<file path="config.mk">
export PLATFORM = sky130hd
export DESIGN_NAME = rv_trap_ctrl
export DESIGN_NICKNAME = d
export VERILOG_FILES = /design/src/rtl/rv_trap_ctrl_pkg.sv /design/src/rtl/rv_trap_ctrl_irq_sync.sv /design/src/rtl/rv_trap_ctrl.sv
export SDC_FILE = /design/constraint.sdc
export NUM_CORES = 1
export LEC_CHECK = 0
export BUFFER_PORTS_ARGS = -buffer_cell sky130_fd_sc_hd__buf_4
export CAP_MARGIN = 10
export CORE_AREA = 2 2 111 113
export CTS_BUF_LIST = sky130_fd_sc_hd__clkbuf_16
export DETAILED_ROUTE_END_ITERATION = 8
export DIE_AREA = 0 0 113 115
export PLACE_DENSITY = 0.7
export SYNTH_ARGS = -nofsm -noshare
export SYNTH_HDL_FRONTEND = slang
export SYNTH_SLANG_ARGS = --single-unit
</file>
<file path="constraint.sdc">
create_clock -name clk_i -period 2.81 [get_ports clk_i]
set_input_delay 0.1405 -clock clk_i [delete_from_list [all_inputs] [get_ports clk_i]]
set_output_delay 0.1405 -clock clk_i [all_outputs]
set_load 0.01 [all_outputs]
</file>
<file path="src/rtl/rv_trap_ctrl_pkg.sv">
// Shared definitions for the uRV machine-mode trap controller: CSR addresses,
// bit positions, interrupt cause codes and FSM state encoding.
package rv_trap_ctrl_pkg;

   localparam logic [11:0] CSR_ID_MSTATUS = 12'h300;
   localparam logic [11:0] CSR_ID_MIE     = 12'h304;
   localparam logic [11:0] CSR_ID_MEPC    = 12'h341;
   localparam logic [11:0] CSR_ID_MCAUSE  = 12'h342;
   localparam logic [11:0] CSR_ID_MIP     = 12'h344;

   localparam int MSTATUS_MIE_BIT  = 3;
   localparam int MSTATUS_MPIE_BIT = 7;
   localparam int MIP_MTIP_BIT     = 7;
   localparam int MIP_MEIP_BIT     = 11;

   localparam logic [3:0] CAUSE_IRQ_TIMER = 4'd7;
   localparam logic [3:0] CAUSE_IRQ_EXT   = 4'd11;

   localparam logic [31:0] MEPC_ALIGN_MASK = 32'hFFFF_FFFC;

   typedef enum logic [0:0] {
      ST_RUN  = 1'b0,
      ST_TRAP = 1'b1
   } trap_state_e;

   function automatic logic [31:0] mstatus_pack(input logic mie, input logic mpie);
      logic [31:0] v;
      v                   = '0;
      v[MSTATUS_MIE_BIT]  = mie;
      v[MSTATUS_MPIE_BIT] = mpie;
      return v;
   endfunction

   // mip and mie share the same bit layout
   function automatic logic [31:0] irq_pack(input logic ext, input logic tmr);
      logic [31:0] v;
      v               = '0;
      v[MIP_MEIP_BIT] = ext;
      v[MIP_MTIP_BIT] = tmr;
      return v;
   endfunction

endpackage

</file>
<file path="src/rtl/rv_trap_ctrl_irq_sync.sv">
// Two-flop synchroniser for the external and timer interrupt lines,
// reduced to a straight wire when the lines are already in the core clock domain.
module rv_trap_ctrl_irq_sync #(
   parameter bit g_irq_sync = 1'b1
) (
   input  logic clk_i,
   input  logic rst_i,
   input  logic irq_i,
   input  logic timer_irq_i,
   output logic meip_o,
   output logic mtip_o
);

   if (g_irq_sync) begin : g_sync
      logic [1:0] ext_q;
      logic [1:0] tmr_q;

      always_ff @(posedge clk_i) begin
         if (rst_i) begin
            ext_q <= '0;
            tmr_q <= '0;
         end else begin
            ext_q <= {ext_q[0], irq_i};
            tmr_q <= {tmr_q[0], timer_irq_i};
         end
      end

      assign meip_o = ext_q[1];
      assign mtip_o = tmr_q[1];
   end else begin : g_bypass
      assign meip_o = irq_i;
      assign mtip_o = timer_irq_i;
   end

endmodule

</file>
<file path="src/rtl/rv_trap_ctrl.sv">
// Machine-mode trap controller: owns mstatus/mie/mepc/mcause, builds mip,
// sequences trap entry and MRET and produces the fetch redirect.
//
// state   | meaning
// --------+-------------------------------------------------------------
// ST_RUN  | normal execution; enabled pending interrupts raise x_irq_o
// ST_TRAP | inside a trap handler; interrupt request held low
module rv_trap_ctrl
   import rv_trap_ctrl_pkg::*;
#(
   parameter logic [31:0] g_trap_vector = 32'h0000_0008,
   parameter bit          g_irq_sync    = 1'b1
) (
   input  logic        clk_i,
   input  logic        rst_i,
   input  logic        x_stall_i,
   input  logic        x_kill_i,
   input  logic        d_is_csr_i,
   input  logic [11:0] d_csr_sel_i,
   input  logic [31:0] x_csr_write_value_i,
   input  logic        x_exception_i,
   input  logic [3:0]  x_exception_cause_i,
   input  logic [31:0] x_exception_pc_i,
   input  logic        x_is_mret_i,
   input  logic        x_irq_take_i,
   input  logic        irq_i,
   input  logic        timer_irq_i,
   output logic        x_irq_o,
   output logic        x_trap_redirect_o,
   output logic [31:0] x_trap_pc_o,
   output logic [31:0] csr_mstatus_o,
   output logic [31:0] csr_mip_o,
   output logic [31:0] csr_mie_o,
   output logic [31:0] csr_mepc_o,
   output logic [31:0] csr_mcause_o
);

   trap_state_e state_q, state_d;
   logic        mstatus_mie_q, mstatus_mie_d;
   logic        mstatus_mpie_q, mstatus_mpie_d;
   logic        meie_q, meie_d;
   logic        mtie_q, mtie_d;
   logic [31:0] mepc_q, mepc_d;
   logic        mcause_intr_q, mcause_intr_d;
   logic [3:0]  mcause_code_q, mcause_code_d;
   logic        irq_q, irq_d;
   logic        redirect_q, redirect_d;
   logic [31:0] trap_pc_q, trap_pc_d;

   logic        meip, mtip;
   logic        pend_ext, pend_tmr;
   logic        upd, take_exc, take_irq, do_mret, do_csr;

   rv_trap_ctrl_irq_sync #(
      .g_irq_sync (g_irq_sync)
   ) u_irq_sync (
      .clk_i       (clk_i),
      .rst_i       (rst_i),
      .irq_i       (irq_i),
      .timer_irq_i (timer_irq_i),
      .meip_o      (meip),
      .mtip_o      (mtip)
   );

   always_comb begin
      upd      = !x_stall_i && !x_kill_i;
      pend_ext = meip && meie_q;
      pend_tmr = mtip && mtie_q;
      take_exc = upd && x_exception_i;
      take_irq = upd && !take_exc && x_irq_take_i && irq_q && (state_q == ST_RUN);
      do_mret  = upd && !take_exc && !take_irq && x_is_mret_i;
      do_csr   = upd && !take_exc && !take_irq && !do_mret && d_is_csr_i;
   end

   always_comb begin
      state_d        = state_q;
      mstatus_mie_d  = mstatus_mie_q;
      mstatus_mpie_d = mstatus_mpie_q;
      meie_d         = meie_q;
      mtie_d         = mtie_q;
      mepc_d         = mepc_q;
      mcause_intr_d  = mcause_intr_q;
      mcause_code_d  = mcause_code_q;
      redirect_d     = 1'b0;
      trap_pc_d      = trap_pc_q;

      if (take_exc || take_irq) begin
         mepc_d         = x_exception_pc_i & MEPC_ALIGN_MASK;
         mcause_intr_d  = take_irq;
         if (take_exc) begin
            mcause_code_d = x_exception_cause_i;
         end else begin
            mcause_code_d = pend_ext ? CAUSE_IRQ_EXT : CAUSE_IRQ_TIMER;
         end
         mstatus_mpie_d = mstatus_mie_q;
         mstatus_mie_d  = 1'b0;
         state_d        = ST_TRAP;
         redirect_d     = 1'b1;
         trap_pc_d      = g_trap_vector;
      end else if (do_mret) begin
         mstatus_mie_d  = mstatus_mpie_q;
         mstatus_mpie_d = 1'b1;
         state_d        = ST_RUN;
         redirect_d     = 1'b1;
         trap_pc_d      = mepc_q;
      end else begin
         if (do_csr) begin
            case (d_csr_sel_i)
               CSR_ID_MSTATUS: begin
                  mstatus_mie_d  = x_csr_write_value_i[MSTATUS_MIE_BIT];
                  mstatus_mpie_d = x_csr_write_value_i[MSTATUS_MPIE_BIT];
               end
               CSR_ID_MIE: begin
                  meie_d = x_csr_write_value_i[MIP_MEIP_BIT];
                  mtie_d = x_csr_write_value_i[MIP_MTIP_BIT];
               end
               CSR_ID_MEPC: mepc_d = x_csr_write_value_i & MEPC_ALIGN_MASK;
               CSR_ID_MCAUSE: begin
                  mcause_intr_d = x_csr_write_value_i[31];
                  mcause_code_d = x_csr_write_value_i[3:0];
               end
               CSR_ID_MIP: ;
               default: ;
            endcase
         end
         // handler re-enabled interrupts by hand: leave TRAP on the following cycle
         if (upd && state_q == ST_TRAP && mstatus_mie_q) begin
            state_d = ST_RUN;
         end
      end

      // request follows the current registers; forced low while entering or inside TRAP
      irq_d = (state_d == ST_RUN) && mstatus_mie_q && (pend_ext || pend_tmr);
   end

   always_ff @(posedge clk_i) begin
      if (rst_i) begin
         state_q        <= ST_RUN;
         mstatus_mie_q  <= 1'b0;
         mstatus_mpie_q <= 1'b0;
         meie_q         <= 1'b0;
         mtie_q         <= 1'b0;
         mepc_q         <= '0;
         mcause_intr_q  <= 1'b0;
         mcause_code_q  <= '0;
         irq_q          <= 1'b0;
         redirect_q     <= 1'b0;
         trap_pc_q      <= '0;
      end else begin
         state_q        <= state_d;
         mstatus_mie_q  <= mstatus_mie_d;
         mstatus_mpie_q <= mstatus_mpie_d;
         meie_q         <= meie_d;
         mtie_q         <= mtie_d;
         mepc_q         <= mepc_d;
         mcause_intr_q  <= mcause_intr_d;
         mcause_code_q  <= mcause_code_d;
         irq_q          <= irq_d;
         redirect_q     <= redirect_d;
         trap_pc_q      <= trap_pc_d;
      end
   end

   assign x_irq_o           = irq_q;
   assign x_trap_redirect_o = redirect_q;
   assign x_trap_pc_o       = trap_pc_q;
   assign csr_mstatus_o     = mstatus_pack(mstatus_mie_q, mstatus_mpie_q);
   assign csr_mip_o         = irq_pack(meip, mtip);
   assign csr_mie_o         = irq_pack(meie_q, mtie_q);
   assign csr_mepc_o        = mepc_q;
   assign csr_mcause_o      = {mcause_intr_q, 27'h0, mcause_code_q};

endmodule

</file>
# Yosys cells after proc, flatten, opt, wreduce, memory -nomap -nowiden

Index checks and enable logic that the tools add are counted.

Bitwise gates (word level): 4
Mux-type cells: 28
Reduce and logical (&&, ||, !) cells: 37
Eq/ne operators: 5

Operator list:

| kind                 | number |
|---|---|
| $mux 32              | 4 |
| $eq 12x10->1 const B | 4 |
| $mux 4               | 8 |
| $logic_and 1x1->1    | 16 |
| $mux 1               | 16 |
| $reduce_bool 2->1    | 6 |
| $reduce_and 3->1     | 2 |
| $reduce_bool 3->1    | 2 |
| $logic_not 1->1      | 5 |
| $not 1->1            | 4 |
| $reduce_and 2->1     | 2 |
| $reduce_and 4->1     | 1 |
| $logic_or 1x1->1     | 2 |
| $ne 2x1->1 const B   | 1 |
| $reduce_or 2->1      | 1 |

Bits in registers: 76
Output and inout bits: 194
Word-level logic and storage cells: 88

# Longest topological paths before layout

Gate-level depths: netlist (run 1).

Word-level depth: 17
Gate-level depth with buffers: 7

# Modules after synthesis

From an unflattened synthesis (run 1), not the netlist that was laid out.

Cells, all modules: 521
Area, all modules: 4281.6 sq um

Modules (own cells, without submodules):

| module                | instances | area an instance (sq um) | sequential area each (sq um) | cells an instance |
|---|---|---|---|---|
| rv_trap_ctrl          | 1         | 4176.5                   | 1441.4                       | 513 |
| rv_trap_ctrl_irq_sync | 1         | 105.1                    | 80.1                         | 8 |

# Worst setup path before layout (run 1)

No wires, ideal clock.

Path kind: register to register
Start: reg irq_q (netlist: x_irq_o)
End: reg meie_q
Arrival: 1.669 ns
Setup slack: 1.014 ns
Stages on the path, launching flop included: 7
Cells stage by stage: dfxtp_1 and3b_1 clkbuf_1 or2_2 or4_4 mux2i_1 nor2_1

Longest elaborated chain between the ends: 9
Elaborated cells on any way between the ends: 12

RTL lines:

| element                             | line                                   | RTL |
|---|---|---|
| start, declared                     | rv_trap_ctrl.sv:46                     | `logic irq_q, irq_d;` |
| start signal, assigned              | rv_trap_ctrl.sv:158                    | `irq_q <= irq_d;` |
| $logic_and 1x1->1 * (2 in series)   | rv_trap_ctrl.sv:70                     | `take_irq = upd && !take_exc && x_irq_take_i && irq_q && (state_q == ST_RUN);` |
| $logic_not 1->1                     | rv_trap_ctrl.sv:71, rv_trap_ctrl.sv:72 |  |
| $logic_and 1x1->1                   | rv_trap_ctrl.sv:71, rv_trap_ctrl.sv:72 |  |
| $logic_and 1x1->1                   | rv_trap_ctrl.sv:71                     | `do_mret = upd && !take_exc && !take_irq && x_is_mret_i;` |
| $logic_not 1->1                     | rv_trap_ctrl.sv:72                     | `do_csr = upd && !take_exc && !take_irq && !do_mret && d_is_csr_i;` |
| $logic_and 1x1->1 (2 in series)     | rv_trap_ctrl.sv:72                     |  |
| $reduce_and 4->1 (no source line) * | -                                      |  |
| end signal, assigned                | rv_trap_ctrl.sv:153                    | `meie_q <= meie_d;` |
| end, declared                       | rv_trap_ctrl.sv:41                     | `logic meie_q, meie_d;` |

Mark *: on every way between the ends. The rest lies on a longest branch, timed or not.
A chain may end at the register's enable or synchronous reset.

# Final worst setup path (run 1)

Start: reg state_q
End: reg mepc_q[17] (netlist: csr_mepc_o[17])

Longest elaborated chain between the ends: 10
Elaborated cells on any way between the ends: 14

RTL lines:

| element                            | line                                   | RTL |
|---|---|---|
| start, declared                    | rv_trap_ctrl.sv:38                     | `trap_state_e state_q, state_d;` |
| start signal, assigned             | rv_trap_ctrl.sv:150                    | `state_q <= state_d;` |
| $not 1->1 *                        | rv_trap_ctrl.sv:70                     |  |
| $logic_and 1x1->1 *                | rv_trap_ctrl.sv:70                     |  |
| $logic_not 1->1                    | rv_trap_ctrl.sv:71, rv_trap_ctrl.sv:72 |  |
| $logic_and 1x1->1                  | rv_trap_ctrl.sv:71, rv_trap_ctrl.sv:72 |  |
| $logic_and 1x1->1                  | rv_trap_ctrl.sv:71                     |  |
| $logic_not 1->1                    | rv_trap_ctrl.sv:72                     |  |
| $logic_and 1x1->1 (2 in series)    | rv_trap_ctrl.sv:72                     |  |
| $reduce_bool 2->1 (no source line) | -                                      |  |
| $reduce_and 3->1 (no source line)  | -                                      |  |
| end signal, assigned               | rv_trap_ctrl.sv:155                    | `mepc_q <= mepc_d;` |
| end, declared                      | rv_trap_ctrl.sv:43                     | `logic [31:0] mepc_q, mepc_d;` |

Marked as above.

==> results.cfg, run 1 <==
[synthesis]
synthCells = 486
yosysSeqAreaShare_pct = 37.1
syn_area_um2 = 4110
synth_top_area_share_pct = 37.1
synth_edf_count = 0
ys_top_cells_by_area = dfxtp_1 (37%), buf_4 (23%), mux2i_1 (8.3%)
synthDistinctLibCells = 38
synth_warnings = 0
async_reset_ff_share_pct = 0
synth_area_per_cell_um2 = 8.45
synth_seq_cells = 76
synth_flop_cell = dfxtp_1
synth_top_area_cell = dfxtp_1

[global_route]
grtUsageTotal_pct = 14.8
grt_max_degree = 61
grt.overflow.total = 0
antenna_found_initial = 0
grt_pass1_wl_um = 15200
first_global_vias = 3009

[pwr]
leakage_nw = 2.54
seq_power_share_pct = 43.4
pwr-share-clk_pct = 41.8
comb_power_share_pct = 14.8
p_per_area_nw_per_um2 = 499
p_sw_share_pct = 25.3
switching_power_uw = 664
power.internal_mw = 1.96
ir_worst_vdd_mv = 0.342

[setup_path]
regToRegEndpoint = csr_mepc_o[17]
rrSetupSlack_ps = 890
cp-end-kind = flip-flop
crit_end = csr_mepc_o[17]
critPathLaunchType = flip-flop
reg2reg_depth = 6
cp.required_ps = 3040
crit_start = state_q
cp_max_fo = 60
r2r-start = state_q
worstPathArrival_ps = 2150
critical_path_class = flip-flop to flip-flop

[timing]
max_freq_mhz = 520
clock_skew_ps = 5.55
worst_slew_pin_slew_ps = 634
maxSlewHeadroom_pct = 57.7
slew_viol_final = 0
hold-worst-slack_ps = 56.3
min_period_over_period_pct = 68.4
hold_violations = 0
min_period_ps = 1920
setup-tns-final_ps = 0
setup_viol_count_final = 0
rsz0062_at_grt = no

[place]
portBuffers = 160
placed_area_um2 = 4940
hpwl_um = 7620
gp_congestion = 0.829

[route]
finalWirelength_um = 10100
wl_met2_um = 5240
top_layer = met4
drtAntennaViolNets = 0
m1WireLength_um = 4010
drc = 19
drt_pass1_iterations = 6
post_drt_wl_per_cell_um = 12.9
dr_wl_met3_um = 774
vias = 3386
drt_iter0_drc = 153
viasPerCell = 4.32

[floorplan]
die_x_um = 113
initial_core_util_pct = 34.8
die_h_um = 115
coreArea_um2 = 11800
dieArea_um2 = 13000
io_pins = 284
rows = 40

[clocking]
cts_num_sinks = 76
cts-root-buf = clkbuf_16
cts_tree = built
clk_pin_slew_ps = 60
post-cts-setup-buffers = 0
htreeDepth = 3
clkLatencyLatePin_ps = 330
cts.path.max_buffers = 2
cts_made_buffers = 9

[cells_and_area]
fin_nets = 722
syn_to_final_growth_pct = 27.7
antenna_cells = 0
finish.instance_area_um2 = 5240
drive_gt1_share_pct = 30.0

[outcome]
status = complete, but fails checks
violations = design-rule violations

[job]
max_cap_viol_count = 0

[min_path]
holdCritPathClass = primary input to flip-flop
-- through the flow --
step                      cells  power (mW)  util [%]  worst slack, ps
after floorplan             606        1.49         -             1010
after global placement      766        1.54      41.8              838
after detailed placement    766        1.54      41.8              750
after CTS                   783        2.66      44.4              905
after global routing        783        2.75      44.4              719
final                       783        2.62      44.4              888
-- power by group through the flow --
stage / registers, mW / logic, mW / clock network [mW]
2_1_floorplan: 1.17 / 0.321 / 0
3_3_place_gp: 1.16 / 0.379 / 0
3_5_place_dp: 1.16 / 0.386 / 0
4_1_cts: 1.14 / 0.388 / 1.13
5_1_grt: 1.14 / 0.427 / 1.18
6_report: 1.14 / 0.389 / 1.09
-- worst min-delay path by stage --
stage | from | to | slack, ps | cells past startpoint
2_1_floorplan | irq_i | u_irq_sync.g_sync.ext_q[0] | 270 | 1
3_3_place_gp | timer_irq_i | u_irq_sync.g_sync.tmr_q[0] | 350 | 2
3_5_place_dp | timer_irq_i | u_irq_sync.g_sync.tmr_q[0] | 360 | 2
4_1_cts | x_csr_write_value_i[11] | meie_q | 40 | 3
5_1_grt | x_csr_write_value_i[11] | meie_q | 60 | 3
6_report | x_csr_write_value_i[11] | meie_q | 60 | 3
-- cell usage in the layout, fill, tap and decap left out, drive strengths merged, types with 3 or more instances in the layout --
| cell | Yosys | routed |
|---|---|---|
| mux2i | 34 | 34 |
| o21ai | 4 | 4 |
| nor2 | 45 | 45 |
| a21oi | 37 | 37 |
| nor2b | 5 | 5 |
| nand2 | 63 | 63 |
| a211oi | 31 | 31 |
| conb | 1 | 121 |
| nand2b | 5 | 5 |
| nand3b | 3 | 3 |
| clkbuf | 19 | 9 |
| buf | 135 | 167 |
| clkinv | 0 | 4 |
| dfxtp | 76 | 76 |
| a31oi | 3 | 3 |
-- synthesized netlist by cell type (all sizes together), types with 2 or more instances --
cell	count
a211oi	31
a21oi	37
a31oi	3
buf	135
clkbuf	19
dfxtp	76
mux2i	34
nand2	63
nand2b	5
nand3	2
nand3b	3
nand4	2
nor2	45
nor2b	5
nor4	2
nor4bb	2
o21ai	4
o221ai	2
o31ai	2
or2	2
or4	2
-- timing repair --
item	in CTS	in global routing
gates resized for setup	0	0
hold buffers	2	0
hold endpoints to repair	2	0
-- flip-flops by register name (all words and copies together), names as in the netlist --
name	cells
csr_mepc_o	30
x_trap_pc_o	30
mcause_code_q	4
u_irq_sync.g_sync.ext_q	2
u_irq_sync.g_sync.tmr_q	2
mcause_intr_q	1
meie_q	1
mstatus_mie_q	1
mstatus_mpie_q	1
mtie_q	1
state_q	1
x_irq_o	1
x_trap_redirect_o	1
-- critical path, cell delays in order (launching register included) --
cell	delay, ps
dfxtp_1	320
and3b_1	360
o21ai_4	140
o31ai_4	70
buf_4	530
nor2_1	100
a211oi_1	260
-- metal layers --
| metal | up-vias | GRT usage (%) |
|---|---|---|
| met1 | 1544 | 16.8 |
| met4 | 0 | 4.88 |
| li1 | 1672 | - |
| met3 | 9 | 5.48 |
| met5 | - | 0 |
| met2 | 161 | 25.9 |
-- logic make-up (layout without fill, tap and decap cells) --
group | count (synthesis) | count (layout) | synth area share, %
AO/OA/AOI/OAI | 80 | 80 | 12.4
buffers and inverters | 155 | 185 | 26.1
flip-flops | 76 | 76 | 37.1
multiplexers | 35 | 35 | 8.56
other | 1 | 121 | 0.0913
AND/OR/NAND/NOR | 139 | 139 | 15.8
-- area by class of cell --
| type | instances | area (µm²) |
|---|---|---|
| Clock buffer | 9 | 225 |
| Clock inverter | 6 | 56.3 |
| Fill cell | 1159 | 6570 |
| Inverter | 1 | 3.75 |
| Multi-Input combinational cell | 375 | 1980 |
| Sequential cell | 76 | 1520 |
| Tap cell | 147 | 184 |
| Timing Repair Buffer | 169 | 1270 |
Power figures use the tool's default switching activity.
==> run 2, diff against run 1 <==
--- a/config.mk
+++ b/config.mk
@@ -11,7 +11,7 @@
 export CTS_BUF_LIST = sky130_fd_sc_hd__clkbuf_16
 export DETAILED_ROUTE_END_ITERATION = 8
 export DIE_AREA = 0 0 113 115
-export PLACE_DENSITY = 0.7
+export PLACE_DENSITY = 0.73
 export SYNTH_ARGS = -nofsm -noshare
 export SYNTH_HDL_FRONTEND = slang
 export SYNTH_SLANG_ARGS = --single-unit
==> constraint.sdc (replaced) <==
create_clock -name clk_i -period 1.7 [get_ports clk_i]
set_input_delay 0.085 -clock clk_i [delete_from_list [all_inputs] [get_ports clk_i]]
set_output_delay 0.085 -clock clk_i [all_outputs]
set_load 0.01 [all_outputs]
==> run 2 against run 1 <==
Compared with the run above:
- the flow still finishes with violations (design-rule violations)
- sequential power up 65%
- worst hold slack got worse by 32 ps
- count of clock-buffer cells in the layout unchanged
- clock skew barely moved
- routed wire length increased by 5.9%
- critical endpoint is now mstatus_mie_q
- largest cell class unchanged
- largest power group unchanged
- highest routed layer unchanged
==> results.cfg, run 2 (synthesis results as in run 1) <==
[timing]
rsz0062_at_grt = yes
slew_viol_final = 0
min_period_over_period_pct = 99.0
min_period_ps = 1680
max_freq_mhz = 594
finalWorstSetupSlack_ps = 17.1
hold-worst-slack_ps = 24.6
hold_violations = 0
clock_skew_ps = 5.45
setup_viol_count_final = 0

[route]
drt_pass1_iterations = 6
post_drt_wl_per_cell_um = 13.2
vias = 3532
drt_iter0_drc = 138
drtAntennaViolNets = 0
viasPerCell = 4.36
drc = 19
finalWirelength_um = 10700

[floorplan]
rows = 40
die_x_um = 113
dieArea_um2 = 13000
die_h_um = 115
io_pins = 284
initial_core_util_pct = 34.8
coreArea_um2 = 11800

[min_path]
hp-start = x_csr_write_value_i[11]
worstHoldEndpoint = meie_q
holdCritPathClass = primary input to flip-flop
worstHoldPathCells = 3

[clocking]
cts_tree = built
clk_pin_slew_ps = 60
cts_num_sinks = 76
cts-root-buf = clkbuf_16
cts.path.max_buffers = 2
cts_made_buffers = 9
clkLatencyLatePin_ps = 330
htreeDepth = 3

[outcome]
status = complete, but fails checks
violations = design-rule violations

[global_route]
grt.overflow.total = 0
grt_pass1_wl_um = 15300
first_global_vias = 3026
grtUsageTotal_pct = 15.0
antenna_found_initial = 0
grt_max_degree = 33

[cells_and_area]
fin_nets = 749
antenna_cells = 0
final_cell_mix = buf_4 (185), conb_1 (121), dfxtp_1 (74)
syn_to_final_growth_pct = 35.3
fill_cells = 1163
drive_gt1_share_pct = 33.6
final_common_cell = buf_4
finish.instance_area_um2 = 5560

[place]
pre_cts_ws_ps = -8.19
hpwl_um = 7770
portBuffers = 160
gp_congestion = 0.764
placed_area_um2 = 5100

[setup_path]
critical_path_class = flip-flop to flip-flop
cp-end-kind = flip-flop
slowest_stage = or4_4
critPathLaunchType = flip-flop
cp.required_ps = 1900
regToRegEndpoint = mstatus_mie_q
cp_cell_sequence = and3b_2 -> or4_4 -> nor4_4 -> mux2i_1 -> a211oi_2
cp_max_fo = 6
reg2reg_depth = 5
r2r-start = state_q
crit_start = state_q
worstPathArrival_ps = 1880
rrSetupSlack_ps = 20
cpPeakStageDelay_ps = 440

[pwr]
ir_worst_vdd_mv = 0.379
leakage_nw = 2.70
p_per_area_nw_per_um2 = 776

[job]
max_cap_viol_count = 0
## run 2: cell count changes in the layout (fill, tap and decap cells not counted), moves of 2 or more
cell,previous run,this run
buf_4,167,185
buf_12,0,7
clkinvlp_4,1,3
dfxtp_1,76,74
dfxtp_2,0,2
## run 2: layout make-up
class | count | area (µm²) | share of cell area [%]
Sequential cell | 76 | 1520 | 27.4
Tap cell | 147 | 184 | 3.31
Inverter | 1 | 3.75 | 0.0676
Clock inverter | 7 | 45.0 | 0.811
Timing Repair Buffer | 196 | 1590 | 28.6
Clock buffer | 9 | 225 | 4.05
Multi-Input combinational cell | 375 | 1980 | 35.7
## run 2: routing by layer
layer  routed length [µm]  up-vias  global-route usage, %
met5                    0        -                      0
met4                  108        0                   4.96
met3                  756        8                   3.90
met2                 5560      158                   26.7
met1                 4270     1635                   17.6
li1                     -     1731                      -
## run 2: critical path, delay by kind of cell, from the launching register on
kind | cells | cell delay (ps)
AOI/OAI and AO/OA | 1 | 100
DFF | 1 | 330
muxes | 1 | 250
and+or+nand+nor | 3 | 890
## run 2: what timing repair did
action	in CTS	in global routing
gates cloned	0	1
hold buffers	2	0
setup endpoints to repair	1	34
pin swaps	0	2
gates resized for setup	2	4
endpoints found under the hold margin	2	0
buffers inserted	1	13
## run 2: report_power, final
part / total, mW / switching, mW / leakage (nW) / internal (mW)
clock: 1.73 / 0.753 / 0.129 / 0.979
combinational: 0.704 / 0.377 / 1.96 / 0.327
sequential: 1.88 / 0.0398 / 0.619 / 1.84
total: 4.31 / 1.17 / 2.70 / 3.14
## run 2: stage by stage
step | setup TNS, ps | power, mW | cells | utilization (%)
global route | -188 | 4.52 | 811 | 47.0
finish | 0 | 4.31 | 811 | 47.0
CTS | 0 | 4.33 | 797 | 45.7
global placement | 0 | 2.58 | 778 | 43.2
detailed placement | -8.19 | 2.58 | 778 | 43.2
floorplan | 0 | 2.46 | 606 | -
## run 2: worst max path at each step
| stage | endpoint | slack (ps) | cells after the start |
|---|---|---|---|
| final | mstatus_mie_q | 20 | 5 |
| after global routing | mstatus_mie_q | -70 | 5 |
| after CTS | mstatus_mie_q | 10 | 5 |
| after detailed placement | mstatus_mie_q | -8 | 5 |
| after global placement | mstatus_mie_q | 30 | 5 |
| after floorplan | mstatus_mie_q | 20 | 6 |
